`src/rtl/alu_mc_pkg.sv`:
```
// alu_mc_pkg: opcodes, FSM states and flag bit positions shared by the alu_mc block.
package alu_mc_pkg;

   typedef enum logic [2:0] {
      OP_ADD = 3'b000,
      OP_SUB = 3'b001,
      OP_AND = 3'b010,
      OP_OR  = 3'b011,
      OP_XOR = 3'b100,
      OP_SLT = 3'b101,
      OP_MUL = 3'b110,
      OP_DIV = 3'b111
   } op_e;

   typedef enum logic [1:0] {
      IDLE = 2'd0,
      ITER = 2'd1,
      DONE = 2'd2
   } state_e;

   // Bit positions inside the {N,Z,C,V} flag register
   localparam int unsigned FLG_N = 3;
   localparam int unsigned FLG_Z = 2;
   localparam int unsigned FLG_C = 1;
   localparam int unsigned FLG_V = 0;

endpackage

```
`src/rtl/alu_mc_iter.sv`:
```
// alu_mc_iter: iterative shift-add multiplier (one operand bit per cycle).
// With ALU_MC_DIV_EN defined it also hosts an unsigned restoring divider.
// The first step is taken on the start cycle itself, so WIDTH steps finish
// one cycle before the owner's counter reaches zero.
module alu_mc_iter
   import alu_mc_pkg::*;
#(
   parameter int unsigned WIDTH = 32
) (
   input  logic             clk,
   input  logic             rst,
   input  logic             start,
`ifdef ALU_MC_DIV_EN
   input  logic             is_div,
`endif
   input  logic             last,
   input  logic [WIDTH-1:0] a,
   input  logic [WIDTH-1:0] b,
   output logic             busy,
   output logic             done,
   output logic [WIDTH-1:0] acc
);

   logic             busy_q, done_q;
   logic [WIDTH-1:0] acc_q, opa_q, opb_q;
   logic [WIDTH-1:0] src_acc, src_opa, src_opb;
   logic [WIDTH-1:0] nxt_acc, nxt_opa, nxt_opb;
`ifdef ALU_MC_DIV_EN
   logic             div_q, src_div;
   logic [WIDTH-1:0] rem_q, src_rem, nxt_rem;
   logic [WIDTH:0]   rem_sh, trial;
`endif

   // One step, sourced from the fresh operands on start or from held state
   always_comb begin
      src_acc = start ? '0 : acc_q;
      src_opa = start ? a  : opa_q;
      src_opb = start ? b  : opb_q;
      nxt_acc = src_opb[0] ? src_acc + src_opa : src_acc;
      nxt_opa = src_opa << 1;
      nxt_opb = src_opb >> 1;
`ifdef ALU_MC_DIV_EN
      src_div = start ? is_div : div_q;
      src_rem = start ? '0 : rem_q;
      // opa doubles as dividend (shifting out) and quotient (shifting in)
      rem_sh  = {src_rem, src_opa[WIDTH-1]};
      trial   = rem_sh - {1'b0, src_opb};
      nxt_rem = src_rem;
      if (src_div) begin
         nxt_acc = src_acc;
         nxt_opb = src_opb;
         if (!trial[WIDTH]) begin
            nxt_rem = trial[WIDTH-1:0];
            nxt_opa = {src_opa[WIDTH-2:0], 1'b1};
         end else begin
            nxt_rem = rem_sh[WIDTH-1:0];
            nxt_opa = {src_opa[WIDTH-2:0], 1'b0};
         end
      end
`endif
   end

   // Step registers; done pulses for one cycle after the last step
   always_ff @(posedge clk) begin
      if (rst) begin
         busy_q <= 1'b0;
         done_q <= 1'b0;
         acc_q  <= '0;
         opa_q  <= '0;
         opb_q  <= '0;
`ifdef ALU_MC_DIV_EN
         div_q  <= 1'b0;
         rem_q  <= '0;
`endif
      end else begin
         done_q <= 1'b0;
         if (start || busy_q) begin
            acc_q  <= nxt_acc;
            opa_q  <= nxt_opa;
            opb_q  <= nxt_opb;
`ifdef ALU_MC_DIV_EN
            div_q  <= src_div;
            rem_q  <= nxt_rem;
`endif
            busy_q <= !last;
            done_q <= last;
         end
      end
   end

   assign busy = busy_q;
   assign done = done_q;
`ifdef ALU_MC_DIV_EN
   assign acc  = div_q ? opa_q : acc_q;
`else
   assign acc  = acc_q;
`endif

endmodule

```
`src/rtl/alu_mc.sv`:
```
// alu_mc: multi-cycle ALU with valid/ready handshake and registered NZCV flags.
// Optional feature: define ALU_MC_DIV_EN to make op 111 an unsigned divide.
module alu_mc
   import alu_mc_pkg::*;
#(
   parameter int unsigned WIDTH = 32,
   parameter int unsigned CNT_W = $clog2(WIDTH) + 1
) (
   input  logic             clk,
   input  logic             rst,
   input  logic             in_valid,
   output logic             in_ready,
   input  logic [2:0]       op,
   input  logic [WIDTH-1:0] a,
   input  logic [WIDTH-1:0] b,
   output logic             out_valid,
   input  logic             out_ready,
   output logic [WIDTH-1:0] result,
   output logic [3:0]       flags
);

   localparam int unsigned MSB = WIDTH - 1;

   state_e           state_q;
   logic [CNT_W-1:0] cnt_q;
   logic [WIDTH-1:0] result_q;
   logic [3:0]       flags_q;
   logic             iter_op, iter_start, iter_last, iter_busy, iter_done;
   logic [WIDTH-1:0] iter_acc;
   logic [WIDTH-1:0] sc_res;
   logic [WIDTH:0]   sum;
   logic             sc_c, sc_v;
   logic [3:0]       sc_flags, iter_flags;
`ifdef ALU_MC_DIV_EN
   logic             div0_q;
`endif

`ifdef ALU_MC_DIV_EN
   assign iter_op = (op == OP_MUL) || (op == OP_DIV);
`else
   assign iter_op = (op == OP_MUL);
`endif

   assign iter_start = in_valid && (state_q == IDLE) && iter_op;
   assign iter_last  = iter_busy && (cnt_q == CNT_W'(2));

   alu_mc_iter #(
      .WIDTH(WIDTH)
   ) u_iter (
      .clk   (clk),
      .rst   (rst),
      .start (iter_start),
`ifdef ALU_MC_DIV_EN
      .is_div(op == OP_DIV),
`endif
      .last  (iter_last),
      .a     (a),
      .b     (b),
      .busy  (iter_busy),
      .done  (iter_done),
      .acc   (iter_acc)
   );

   // Single-cycle ops and their flags, computed from the request operands
   always_comb begin
      sc_res = '0;
      sc_c   = 1'b0;
      sc_v   = 1'b0;
      sum    = '0;
      case (op)
         OP_ADD: begin
            sum    = {1'b0, a} + {1'b0, b};
            sc_res = sum[MSB:0];
            sc_c   = sum[WIDTH];
            sc_v   = (a[MSB] == b[MSB]) && (sum[MSB] != a[MSB]);
         end
         OP_SUB: begin
            // Carry out of a + ~b + 1 is the no-borrow flag
            sum    = {1'b0, a} + {1'b0, ~b} + (WIDTH+1)'(1);
            sc_res = sum[MSB:0];
            sc_c   = sum[WIDTH];
            sc_v   = (a[MSB] != b[MSB]) && (sum[MSB] != a[MSB]);
         end
         OP_AND:  sc_res = a & b;
         OP_OR:   sc_res = a | b;
         OP_XOR:  sc_res = a ^ b;
         OP_SLT:  sc_res = {{(WIDTH-1){1'b0}}, ($signed(a) < $signed(b))};
         default: sc_res = '0;
      endcase
      sc_flags        = '0;
      sc_flags[FLG_N] = sc_res[MSB];
      sc_flags[FLG_Z] = (sc_res == '0);
      sc_flags[FLG_C] = sc_c;
      sc_flags[FLG_V] = sc_v;
   end

   // Flags for a completed multiply/divide; only divide-by-zero sets V
   always_comb begin
      iter_flags        = '0;
      iter_flags[FLG_N] = iter_acc[MSB];
      iter_flags[FLG_Z] = (iter_acc == '0);
`ifdef ALU_MC_DIV_EN
      iter_flags[FLG_V] = div0_q;
`endif
   end

   // FSM, iteration counter and the registered result/flags
   always_ff @(posedge clk) begin
      if (rst) begin
         state_q  <= IDLE;
         cnt_q    <= '0;
         result_q <= '0;
         flags_q  <= '0;
`ifdef ALU_MC_DIV_EN
         div0_q   <= 1'b0;
`endif
      end else begin
         case (state_q)
            IDLE: begin
               if (in_valid) begin
                  if (iter_op) begin
                     cnt_q   <= CNT_W'(WIDTH);
                     state_q <= ITER;
                  end else begin
                     result_q <= sc_res;
                     flags_q  <= sc_flags;
                     state_q  <= DONE;
                  end
`ifdef ALU_MC_DIV_EN
                  div0_q <= (op == OP_DIV) && (b == '0);
`endif
               end
            end
            ITER: begin
               cnt_q <= cnt_q - CNT_W'(1);
               // iter_done coincides with the counter stepping 1 -> 0
               if (iter_done) begin
                  result_q <= iter_acc;
                  flags_q  <= iter_flags;
                  state_q  <= DONE;
               end
            end
            DONE: begin
               if (out_ready) begin
                  state_q <= IDLE;
               end
            end
            default: state_q <= IDLE;
         endcase
      end
   end

   assign in_ready  = (state_q == IDLE);
   assign out_valid = (state_q == DONE);
   assign result    = result_q;
   assign flags     = flags_q;

endmodule

```
`config.mk`:
```
export PLATFORM = sky130hd
export DESIGN_NAME = alu_mc
export DESIGN_NICKNAME = d
export VERILOG_FILES = /design/src/rtl/alu_mc_pkg.sv /design/src/rtl/alu_mc_iter.sv /design/src/rtl/alu_mc.sv
export SDC_FILE = /design/constraint.sdc
export NUM_CORES = 1
export LEC_CHECK = 0
export ABC_AREA = 1
export CORE_MARGIN = 3
export CORE_UTILIZATION = 40
export CTS_CLUSTER_DIAMETER = 100
export DETAILED_ROUTE_END_ITERATION = 6
export HOLD_SLACK_MARGIN = 0.02
export PLACE_DENSITY = 0.63
export SYNTH_ARGS = -nofsm -noshare
export SYNTH_HDL_FRONTEND = slang
export SYNTH_SLANG_ARGS = --single-unit
```
`constraint.sdc`:
```
create_clock -name clk -period 3.8 [get_ports clk]
set_input_delay 0.76 -clock clk [delete_from_list [all_inputs] [get_ports clk]]
set_output_delay 0.76 -clock clk [all_outputs]
set_load 0.05 [all_outputs]
```
==> results of run 1 <==
## synthesized netlist by cell type (7+ instances only)
cell type,count,area (um2)
a21oi_1,198,991
a221oi_1,7,61.3
a31oi_1,41,257
buf_1,13,48.8
buf_2,25,125
buf_4,15,113
buf_6,11,124
clkbuf_1,40,150
dfxtp_1,139,2780
ha_1,135,1690
inv_1,361,1360
inv_2,12,45.0
nand2_1,742,2790
nand2_2,7,43.8
nand3_1,240,1200
nand4_1,36,225
nor2_1,230,863
nor2_2,16,100
nor3_1,20,100
nor4_1,9,56.3
o211ai_1,18,135
o21ai_0,107,536
o21bai_1,7,52.6
o22ai_1,28,175
or2_2,15,93.8
xnor2_1,7,61.3
## metal layers
layer	track usage, %	vias to the layer above	share of wire (%)
li1	-	9343	-
met1	45.4	8609	45
met2	54.7	766	44
met3	3.65	126	6.5
met4	14.6	0	4.7
met5	0	-	0
## final cells by class
cell class	count	area, um2
inverters	375	1410
repair buffers	676	5510
clock buffers	20	457
clock inverters	11	240
multi-input cells	1911	10100
fillers	3642	14700
flip-flops and latches	139	2780
well taps	461	577
## cell families (layout without fill, tap and decap cells)
family	after synthesis	in the layout
AOI/OAI and AO/OA	431	431
other	1	1
buffers and inverters	479	1082
xor gates and xnor gates	13	13
adders and majority gates	138	138
DFF	139	139
and+or+nand+nor	1328	1328
## cell usage in the layout, fill, tap and decap left out, drive strengths merged, types with 5 or more instances in the layout
master         instances
buf                  566
nor4                   9
nor2                 248
a31oi                 41
o22ai                 28
nor3                  21
dfxtp                139
bufinv                 7
clkbuf                23
clkinv                 5
xor2                   6
nand2                749
o211ai                18
a21oi                199
o21ai                112
ha                   135
nand3                243
o21bai                 7
nand4                 36
xnor2                  7
a221oi                 7
clkdlybuf4s50        104
or2                   16
o21a                   5
inv                  373
## worst reg2reg max path, cell delays in order (launching register included)
cell      delay, ps
dfxtp_1         350
nor2_2          280
nand3_4         160
buf_6           170
buf_4           150
nand2_1          70
o21ai_2          70
ha_1            340
buf_4           160
nand2_1          80
o21ai_2          90
a21boi_2        170
buf_4           160
inv_1            60
a21oi_1         120
inv_1           100
buf_4           150
or2_2           260
nand3_1          70
a221oi_1         70
## flip-flops by register name, indices dropped and copies added, names as in the netlist, named ones only
register,flops
cnt_q,6
u_iter.done,1
result,32
flags,3
u_iter.acc,31
u_iter.busy,1
state_q,2
u_iter.opa_q,31
u_iter.opb_q,31
## through the flow
step                      setup slack (ps)  hold slack (ps)
after floorplan                       59.8              441
after global placement                -556              451
after detailed placement              -659              454
after CTS                             3.41              463
after global routing                  15.0              474
final                                  160              462
## where the power goes
part	internal [uW]	total, uW	leakage (uW)	switching, uW
clock network	1330	2020	0.000336	693
registers	1530	1580	0.00113	54.6
logic	997	2420	0.00948	1430
## path summary, 6_finish.rpt
path / depth (start not counted) / from / end
worst max-delay path: 21 / a[0] / flags[2]
worst min-delay path: 2 / result[21] / result[21]
worst max register to register: 19 / state_q[1] / u_iter.acc[14]
worst min register to register: 2 / result[21] / result[21]
## repair_timing
action | in CTS | in global routing
gates resized for setup | 11 | 75
setup buffers | 1 | 8
endpoints found under the hold margin | 0 | 0
gates cloned | 0 | 5
pin swaps | 1 | 16
endpoints found under the setup margin | 17 | 22
==> results.md, run 1 <==
* Critical path arrival at 4020 ps
* Clock Pin Slew Worst Setup and Hold Paths at approximately 70 ps
* Crit-path max FO at 4
* Worst path top cell family by delay: simple AND/OR/NAND/NOR gates
* Crit path cell chain: clkdlybuf4s50_1, inv_1, ha_1, inv_1, fa_1, nand2_1, nand2_1, buf_4, nand3_1, nand2_2, nand2_1, nand2_1, nand4_1, nand3_1, nand3_1, nand3_1, nor2_1, nand3_1, nor2_1, nor2_1, nor2_1
* Clk sink count at 139
* Net Count, Synth at 2738
* Cell Pwr Density at 286 mW/mm2
* WL per Instance at 18.8 um
* DR DRC count at 0
* TritonRoute pass-1 iters at 5
* Skew-Pair Late Insertion Delay at between 400 and 500 ps
* Largest family of logic cells by synthesized area: simple AND/OR/NAND/NOR gates
* Post-synthesis cell area at 0.0146 mm2
* Crit share post-route at 95.8%
* VDD IR max at 0.314 mV
* Slowest cell on crit path: clkdlybuf4s50_1
* Post-Synth XOR/XNOR Area at less than 1%
* RSZ-0062 raised after global routing: false
* Fmax at 275 MHz
* H-tree Lvls at 4
* Post-CTS Hold Buffers at 0
* Vias at 18800
* Syn Inst Count at roughly 2500
* Share of cells above drive strength 1 at 22.6%
* DP Area at 0.0200 mm2
* Initial antenna violation count at 0
* CP Class: input pin to flip-flop
* Root Buffer: clkbuf_16
* Synth Area in Adders at around an eighth
* #FFs+latches synth at 139
* Initial Util at roughly two fifths
* Die ar. at between 0.03 and 0.04 mm2
* DRT iter0 DRCs at between 1500 and 2000
* Slew Viols, Final at 0
* Core ar. at 0.0357 mm2
* Fin area at 0.0211 mm2
* Flop-to-flop setup slack at roughly 560 ps
* Mux share of post-synthesis cell area at 0%
* Crit start category: input pin
* Placed Cells incl. Taps at 3548
* Global-route wire length before repair at 101000 um
* Routability cong. at 0.966
* Final setup fails at 0
* Synth Area in Simple Gates at 38.2%
* Hold crit path type: flip-flop to flip-flop
* Crit-path max cell delay at ~410 ps
* Row cnt at 69
* Setup TNS at 0 ps
* Finished Core Util at 58.9%
* Min Tclk post-route at between 3000 and 4000 ps
* Total GRT Usage at 33.6%
* Max-slew headroom at 53.2%
* Clock buffer depth at 2
* CP Buf/Inv Count at 4
* Async set-reset flop share out of synthesis at 0%
* Vias per cell at around 5.2
* Post-synth cell types at 52
* Status: finished, final reports clean
* Hpwl dp at 54500 um
* Gr ovfl total at 0
* Clock skew at 9.70 ps
* Non-Filler Instances at 3593
* Final Hold Vio Count at 0
* CTS tree: done
* Port-buffer cells at 108
* Tot Pwr at 6030 uW
* Max Cap Violations at 0
* Num CTS Buffers at 17
* Worst path most repeated cell: nand3_1
* Ant diodes at 0
* Register area share after synthesis at between 10% and 20%
* Vias in the first global route at 17700
* Worst-Margin Slew at 697 ps
* Final WL at 67600 um
* CP required at 4180 ps
* Die height at 197 um
* Syn avg cell area at 5.77 um2
* Top_reg_cell synth: dfxtp_1
* Largest net degree at the start of global routing at 53
* CP Capture Type: flip-flop
* Post-synth EDFFs at 0
* Layout overhead on the synthesized area at 44.2%
* DRT antenna net count at 0
* Die X at 197 um
* Static leakage at 0.0109 uW
* Yosys warnings at 0
* Top-Level Pins at roughly 110
* Compound-Gate Fraction of Synth Area at between 10% and 20%
* Nets@finish at between 3000 and 4000
No activity file was read; power rests on OpenSTA's default activity.
==> inputs of run 2 (changes only) <==
--- a/config.mk
+++ b/config.mk
@@ -12,6 +12,7 @@
 export DETAILED_ROUTE_END_ITERATION = 6
 export HOLD_SLACK_MARGIN = 0.02
 export PLACE_DENSITY = 0.63
+export SETUP_SLACK_MARGIN = 0.02
 export SYNTH_ARGS = -nofsm -noshare
 export SYNTH_HDL_FRONTEND = slang
 export SYNTH_SLANG_ARGS = --single-unit
==> results.md, run 2 (synthesized netlist as in run 1, its figures left out) <==
* CP Class: input pin to flip-flop
* Hold crit path type: flip-flop to flip-flop
* Hold depth at 2
* Min Tclk post-route at 3640 ps
* Layout overhead on the synthesized area at 44.3%
* Share of cells above drive strength 1 at 22.6%
* CP Capture Type: flip-flop
* Max FFs per register at 32
* Port-buffer cells at around 110
* Cells on worst reg2reg path at 19
* Worst-Margin Slew at 697 ps
* Vias in the first global route at about 18000
* Hpwl dp at roughly 55000 um
* VDD IR max at around 0.31 mV
* Max Cap Violations at 0
* Multi-input logic area at 0.0101 mm2
* DRT iter0 DRCs at 1667
* Most frequent cells in the layout: 736 x nand2_1, 553 x buf_4, 361 x inv_1
* CTS tree: done
* Gr ovfl total at 0
* Hold Crit Start: result[21]
* Final setup fails at 0
* Skew-Pair Late Insertion Delay at 440 ps
* Critical path arrival at 4020 ps
* Global-route wire length before repair at 101000 um
* Max-slew headroom at a little over half
* Clock skew at 9.59 ps
* Die height at about 200 um
* Crit start category: input pin
* Largest net degree at the start of global routing at 53
* Clock Pin Slew Worst Setup and Hold Paths at 70 ps
* CP required at between 4000 and 5000 ps
* Top-Level Pins at 109
* DR DRC count at 0
* DRT antenna net count at 0
* TritonRoute pass-1 iters at 5
* Cell Pwr Density at 286 mW/mm2
* Tot Pwr at 6030 uW
* Die ar. at 0.0388 mm2
* WL per Instance at about 19 um
* RSZ-0062 raised after global routing: false
* Vias per cell at 5.25
* Total GRT Usage at 33.6%
* H-tree Lvls at 4
* FF/Latch Area at about 0.0028 mm2
* Die X at 197 um
* Routability cong. at 0.966
* Vias at 18800
* Crit-path max FO at 4
* Num CTS Buffers at 17
* Slew Viols, Final at 0
* Status: finished, final reports clean
* Initial antenna violation count at 0
* Static leakage at 0.0109 uW
* Worst Hold End: result[21]
* Root Buffer: clkbuf_16
* Initial Util at approximately 41%
* Setup TNS at 0 ps
* Crit share post-route at between 90% and 100%
* Ant diodes at 0
* Fill count at between 3000 and 4000
* Final Hold Vio Count at 0
* Flop-to-flop setup slack at 560 ps
* Nets@finish at 3329
* Reg-to-Reg Start: state_q[1]
* Clk sink count at 139
* Core ar. at roughly 0.036 mm2
* RR Endpoint: u_iter.acc[14]
* Commonest non-fill, non-tap cell in the layout: nand2_1
* Clock buffer depth at 2
* Fmax at roughly 270 MHz
* Final WL at 67600 um
* Row cnt at 69
==> run 2: per-layer routing <==
layer  global-route usage, %  wire length, um  vias up
met4                    14.6             3180        0
met5                       0                0        -
met1                    45.4            30100     8603
met2                    54.7            29900      771
li1                        -                -     9343
met3                    3.65             4440      130
==> run 2: how the worst max path moves through the flow <==
stage | from | to | slack (ps) | depth (start not counted)
3_3_place_gp | op[1] | u_iter.acc[15] | -560 | 19
5_1_grt | a[9] | flags[2] | 30 | 22
2_1_floorplan | op[1] | u_iter.acc[15] | 60 | 18
3_5_place_dp | op[1] | u_iter.acc[15] | -660 | 19
4_1_cts | op[1] | u_iter.acc[27] | 3 | 20
6_report | a[0] | flags[2] | 160 | 21
==> run 2: metrics by stage <==
stage               area (um2)  utilization, %  worst slack [ps]  cells  hold slack [ps]
detailed placement       20000            55.8              -659   3548              454
finish                   21100            58.9               158   3593              462
global placement         20000            55.8              -556   3548              451
CTS                      20700            57.8              3.41   3580              463
floorplan                14600               -              59.8   2529              441
global route             21100            58.9              30.7   3593              474
==> run 2: where the power goes <==
part           switching, uW  leakage, uW  internal (uW)
Sequential              54.5      0.00113           1530
Clock                    696     0.000336           1330
Combinational           1430      0.00947            998
Total                   2180       0.0109           3860
==> run 2: critical path, stage by stage <==
cell             delay (ps)
clkdlybuf4s50_1         410
inv_1                    80
ha_1                    150
inv_1                    60
fa_1                    410
nand2_1                 140
nand2_1                 130
buf_4                   150
nand3_1                  90
nand2_2                 110
nand2_1                 110
nand2_1                 140
nand4_1                 180
nand3_1                  90
nand3_1                  90
nand3_1                 250
nor2_1                  180
nand3_1                  90
nor2_1                  170
nor2_1                   90
nor2_1                  110
==> run 2: timing repair <==
| item | in CTS | in global routing |
|---|---|---|
| hold buffers | 0 | 0 |
| pin swaps | 1 | 16 |
| cloned | 0 | 5 |
| gates resized for setup | 11 | 77 |
| buffers inserted | 1 | 8 |
| endpoints found under the hold margin | 0 | 0 |
| endpoints found under the setup margin | 19 | 22 |
==> run 2: area by class of cell <==
class	instances	area share, %
Clock buffer	20	2.17
Clock inverter	11	1.14
Inverter	375	6.71
Multi-Input combinational cell	1911	47.9
Sequential cell	139	13.2
Tap cell	461	2.74
Timing Repair Buffer	676	26.2
